File: src/rtl/riscv_fetch_stage.sv
// riscv_fetch_stage: instruction-fetch stage and IF/ID pipeline register of the
// pipelined RV32I core. It owns the PC, drives the instruction-memory request
// and handles variable memory latency. A one-entry skid buffer (the HOLD
// state) keeps a word that arrives while ID is stalled. EX-stage redirects
// flush the fetch path.
//
// Optional feature: define FETCH_PERF_EN to build the fetch-wait and flush
// performance counters. Without it, both perf ports read as zero and no
// counter flops exist.
module riscv_fetch_stage #(
  parameter logic [31:0] RESET_PC = 32'h0000_0000,
  parameter logic [31:0] NOP_INSN = 32'h0000_0013
) (
  input  logic        clk,
  input  logic        rst_n,
  input  logic        stall,
  input  logic        redirect_valid,
  input  logic [31:0] redirect_pc,
  output logic        imem_req,
  output logic [31:0] imem_addr,
  input  logic [31:0] imem_rdata,
  input  logic        imem_ready,
  output logic [31:0] id_ins_code,
  output logic [31:0] id_pc,
  output logic [31:0] id_pc_plus4,
  output logic        id_valid,
  output logic [31:0] perf_wait_cycles,
  output logic [31:0] perf_flushes
);

  // FETCH: a request is outstanding for pc_q. HOLD: the skid buffer holds the
  // word for pc_q and no request is made.
  typedef enum logic {
    FETCH = 1'b0,
    HOLD  = 1'b1
  } state_e;

  state_e      state_q, state_d;
  logic [31:0] pc_q, pc_d;
  logic [31:0] skid_q, skid_d;
  logic [31:0] id_ins_q, id_ins_d;
  logic [31:0] id_pc_q, id_pc_d;
  logic [31:0] id_pc_plus4_q, id_pc_plus4_d;
  logic        id_valid_q, id_valid_d;

  logic [31:0] pc_plus4;
  logic [31:0] redirect_target;
  logic        unused_redirect_lsbs;

  // Instructions are word aligned, so the low target bits carry no information.
  assign redirect_target      = {redirect_pc[31:2], 2'b00};
  assign unused_redirect_lsbs = ^redirect_pc[1:0];
  assign pc_plus4             = pc_q + 32'd4;

  assign imem_addr   = pc_q;
  assign imem_req    = (state_q == FETCH) && rst_n;
  assign id_ins_code = id_ins_q;
  assign id_pc       = id_pc_q;
  assign id_pc_plus4 = id_pc_plus4_q;
  assign id_valid    = id_valid_q;

  // Next-state logic for the PC, the skid buffer and the IF/ID register.
  always_comb begin
    // NOTE: every _d signal gets its hold value first, so any path that skips
    // an assignment keeps the register value instead of inferring a latch.
    state_d       = state_q;
    pc_d          = pc_q;
    skid_d        = skid_q;
    id_ins_d      = id_ins_q;
    id_pc_d       = id_pc_q;
    id_pc_plus4_d = id_pc_plus4_q;
    id_valid_d    = id_valid_q;

    unique case (state_q)
      FETCH: begin
        if (redirect_valid) begin
          // The branch in EX is older than anything fetched, so any memory
          // response this cycle is dropped.
          pc_d       = redirect_target;
          id_valid_d = 1'b0;
          id_ins_d   = NOP_INSN;
        end else if (imem_ready && !stall) begin
          id_ins_d      = imem_rdata;
          id_pc_d       = pc_q;
          id_pc_plus4_d = pc_plus4;
          id_valid_d    = 1'b1;
          pc_d          = pc_plus4;
        end else if (imem_ready) begin
          // ID cannot take the word yet. Park it so it is not lost, and stop
          // requesting until it drains.
          skid_d  = imem_rdata;
          state_d = HOLD;
        end else if (!stall) begin
          id_valid_d = 1'b0;
          id_ins_d   = NOP_INSN;
        end
      end
      HOLD: begin
        if (redirect_valid) begin
          pc_d       = redirect_target;
          id_valid_d = 1'b0;
          id_ins_d   = NOP_INSN;
          state_d    = FETCH;
        end else if (!stall) begin
          // pc_q has not moved since the word was captured, so it is still
          // the address of the skid contents.
          id_ins_d      = skid_q;
          id_pc_d       = pc_q;
          id_pc_plus4_d = pc_plus4;
          id_valid_d    = 1'b1;
          pc_d          = pc_plus4;
          state_d       = FETCH;
        end
      end
      default: state_d = FETCH;
    endcase
  end

  // State, PC, skid and IF/ID registers.
  always_ff @(posedge clk or negedge rst_n) begin
    if (!rst_n) begin
      state_q       <= FETCH;
      pc_q          <= {RESET_PC[31:2], 2'b00};
      // NOTE: the skid data register is reset along with its control, so a
      // reset taken in HOLD can never leave a stale word behind.
      skid_q        <= NOP_INSN;
      id_ins_q      <= NOP_INSN;
      id_pc_q       <= 32'h0000_0000;
      id_pc_plus4_q <= 32'h0000_0004;
      id_valid_q    <= 1'b0;
    end else begin
      // NOTE: sequential state uses non-blocking assignments only, so all
      // flops see the pre-edge values of each other.
      state_q       <= state_d;
      pc_q          <= pc_d;
      skid_q        <= skid_d;
      id_ins_q      <= id_ins_d;
      id_pc_q       <= id_pc_d;
      id_pc_plus4_q <= id_pc_plus4_d;
      id_valid_q    <= id_valid_d;
    end
  end

`ifdef FETCH_PERF_EN
  logic [31:0] perf_wait_q, perf_wait_d;
  logic [31:0] perf_flush_q, perf_flush_d;

  // Count cycles spent waiting on memory and the number of redirects taken.
  // Both counters wrap.
  always_comb begin
    perf_wait_d  = perf_wait_q;
    perf_flush_d = perf_flush_q;
    if ((state_q == FETCH) && !imem_ready) perf_wait_d = perf_wait_q + 32'd1;
    if (redirect_valid) perf_flush_d = perf_flush_q + 32'd1;
  end

  // Performance counter registers.
  always_ff @(posedge clk or negedge rst_n) begin
    if (!rst_n) begin
      perf_wait_q  <= 32'h0;
      perf_flush_q <= 32'h0;
    end else begin
      perf_wait_q  <= perf_wait_d;
      perf_flush_q <= perf_flush_d;
    end
  end

  assign perf_wait_cycles = perf_wait_q;
  assign perf_flushes     = perf_flush_q;
`else
  assign perf_wait_cycles = 32'h0;
  assign perf_flushes     = 32'h0;
`endif

endmodule

File: config.mk
export PLATFORM = sky130hd
export DESIGN_NAME = riscv_fetch_stage
export DESIGN_NICKNAME = d
export VERILOG_FILES = /design/src/rtl/riscv_fetch_stage.sv
export SDC_FILE = /design/constraint.sdc
export NUM_CORES = 1
export LEC_CHECK = 0
export ABC_CLOCK_PERIOD_IN_PS = 2200
export BUFFER_PORTS_ARGS = -buffer_cell sky130_fd_sc_hd__buf_2
export CELL_PAD_IN_SITES_DETAIL_PLACEMENT = 1
export CELL_PAD_IN_SITES_GLOBAL_PLACEMENT = 1
export CORE_MARGIN = 1
export CORE_UTILIZATION = 30
export DETAILED_ROUTE_END_ITERATION = 6
export PLACE_DENSITY_LB_ADDON = 0.15
export SLEW_MARGIN = 0
export SYNTH_ARGS = -nofsm -noshare
export SYNTH_HDL_FRONTEND = slang
export SYNTH_SLANG_ARGS = --single-unit
File: constraint.sdc
create_clock -name clk -period 2.2 [get_ports clk]
set_clock_uncertainty 0.2 [all_clocks]
set_input_delay 0.44 -clock clk [delete_from_list [all_inputs] [get_ports clk]]
set_output_delay 0.44 -clock clk [all_outputs]
set_load 0.005 [all_outputs]
==> results.ini <==
[status]
status=finished, final reports clean

[worst_setup_path]
r2r-start=imem_addr[20]
rr_worst_depth=5
ff2ff_setup_slack_ps=80
slowest_stage=or4_4
worstPathRequired_ps=2290
crit_path_cell_trace=nand4_2, or4_4, nor4b_1, xnor2_1, o21ai_1
crit_end=imem_addr[31]
critPathLaunchType=flop
cp-end-kind=flop
r2r_end=imem_addr[31]
path_class=flop to flop
max_stage_delay_ps=620
worstSetupStartpoint=imem_addr[20]
arrival_ps=2210
crit_fanout=8

[grt]
track_usage_pct=17.0
grt_overflow_total=0
grt_pass1_wl_um=34000
grt_max_degree=87
grt_pass1_vias=6069
antenna_found_initial=3

[timing]
slew_headroom_pct=65.5
fmax_ghz=0.472
final.period_utilization_pct=96.3
period_needed_ps=2120
rsz0062_at_grt=false
slew_viol_final=0
hold_viol=0
tightest_slew_ps=517
setup_violations=0
timing.setup.tns_ps=0

[synthesis]
ys_seq_elements=156
synth.largest_area_cell=dfrtp_1
ys_types=42
synthCells=781
yosysTopAreaCellShare_pct=49.4
yosysWarnings=0
synth_area_leaders=dfrtp_1, nand2_1, buf_4, o21ai_0, xnor2_1
synthArstFlopShare_pct=100
synth_area_mm2=0.00755
synth_edf_count=0
ys_seq_area_share_pct=51.8
synth_area_per_cell_um2=9.67
ys.flop_type=dfrtp_1

[route]
drt-pass1-iter-count=4
wire_per_inst_um=16.0
drt_wl_total_um=21200
drtAntennaViolNets=0
vias=5860
drc=0
via_per_inst=4.42
first_iter_violations=224

[floorplanning]
die-area_mm2=0.0258
core_area_mm2=0.0245
ios=263
num_rows=57
die_height_um=161
start_util_pct=30.8
die_w_um=161

[finish]
area_delta_synth_final_pct=26.4
drive_above_1_share_pct=33.0
ff_latch_area_mm2=0.00391
final_common_cell=nand2_1
mostFrequentLayoutCells=nand2_1, buf_2, dfrtp_1
multi_input_area_mm2=0.00316
fin_nets=1057
fillerInstances=2886

[clock_tree]
cts_tree=built
clk_path_buf_depth=2
htreeDepth=4
root_buffer=clkbuf_16
cts.clk_slew.worst_paths_ps=80
cts_buffers=17
cts_sinks=156
cts_setup_buffers=0
insertion_delay_ps=430

[pwr]
clkPwrFrac_pct=38.0
p_sw_share_pct=28.7
ir_drop_mv=0.344
power.density_mw_per_mm2=817
internal_power_mw=5.56
p_total_mw=7.80
leakage_nw=4.52
seqPwrFrac_pct=45.0
p_comb_share_pct=17.0
p_sw_mw=2.24

[place]
hpwl_um=14900
port_buffers=190
gp_congestion=0.734

[worst_hold_path]
holdCritPathClass=input pin to flop

[run]
drv_cap=0

-- logic make-up (layout without fill, tap and decap cells) --
group / Yosys count / count (layout) / synth area share [%]
xor gates and xnor gates: 57 / 57 / 6.61
DFF: 156 / 156 / 51.8
other: 1 / 72 / 0.0497
AOI/OAI and AO/OA: 130 / 130 / 9.76
adders and majority gates: 1 / 1 / 0.166
muxes: 33 / 33 / 4.90
and+or+nand+nor: 273 / 273 / 16.3
buffers and inverters: 130 / 280 / 10.4
-- power groups by stage --
stage / Sequential (mW) / Combinational (mW) / Clock, mW
finish: 3.51 / 1.32 / 2.96
global route: 3.57 / 1.50 / 3.18
CTS: 3.52 / 1.36 / 3.06
detailed placement: 3.57 / 1.36 / 0
global placement: 3.55 / 1.34 / 0
floorplan: 3.59 / 0.681 / 0
-- cell type report --
class / count / area share (%)
Multi-Input combinational cell: 564 / 33.1
Sequential cell: 156 / 41.0
Tap cell: 324 / 4.25
Inverter: 4 / 0.157
Clock inverter: 13 / 1.36
Antenna cell: 2 / 0.0524
Clock buffer: 19 / 4.75
Timing Repair Buffer: 244 / 15.4
-- worst min-delay path by stage --
stage	start	to	slack, ps	cells past startpoint
finish	redirect_pc[25]	imem_addr[25]	10	3
global route	redirect_pc[22]	imem_addr[22]	20	3
CTS	redirect_pc[15]	imem_addr[15]	0.8	3
detailed placement	rst_n	id_ins_code[7]	30	1
global placement	rst_n	id_ins_code[7]	30	1
floorplan	rst_n	id_ins_code[10]	-60	0
-- per-stage QoR --
stage / hold WS (ps) / utilization, % / setup WS (ps) / area, µm² / std cells
final: 14.0 / 38.9 / 81.1 / 9550 / 1326
after global routing: 19.2 / 38.9 / 10.4 / 9540 / 1324
after CTS: 0.823 / 38.8 / 53.1 / 9530 / 1324
after detailed placement: 33.3 / 36.4 / 67.8 / 8920 / 1290
after global placement: 33.9 / 36.4 / 102 / 8920 / 1290
after floorplan: -55.6 / - / 114 / 7810 / 850
-- synth_stat cells, types with 2 or more instances --
cell type  instances
nand2_1          192
dfrtp_1          149
o21ai_0           86
buf_4             72
xnor2_1           48
clkbuf_1          37
mux2_2            32
a22oi_1           29
nor3_1            16
nor2_1            15
buf_2             14
nor4_1            10
nand3_1            9
o21ai_1            9
xor2_1             9
dfstp_2            7
nand4_1            7
and4_1             4
inv_1              4
nand2b_1           3
nor2b_1            3
nor4_2             3
o22ai_1            3
nand4_2            2
-- state kept, by name, summed over array words and instances (netlist names) --
| name | flops |
|---|---|
| imem_addr | 30 |
| id_valid | 1 |
| id_pc_plus4 | 30 |
| id_pc | 30 |
| id_ins_code | 32 |
| state_q | 1 |
| skid_q | 32 |
-- layer usage --
metal  global-route usage [%]  wire [µm]  vias to the layer above
met5                        0         13                        -
met3                     4.62       1240                       17
li1                         -          -                     2878
met2                     26.1       9750                      153
met4                     4.94        228                        2
met1                     23.3       9930                     2810
-- worst max-delay path, delay by kind of cell, from the launching register on --
kind	cells	cell delay (ps)
AO/OA/AOI/OAI	1	80
flip-flops	1	380
AND/OR/NAND/NOR	3	1150
XOR/XNOR	1	170
-- timing repair --
action                                  in CTS  in global routing
endpoints found under the setup margin       0                  5
hold buffers                                 2                  0
gates resized for setup                      0                  2
hold endpoints to repair                   150                  0
Note: power is estimated with default switching activity, not from simulation.
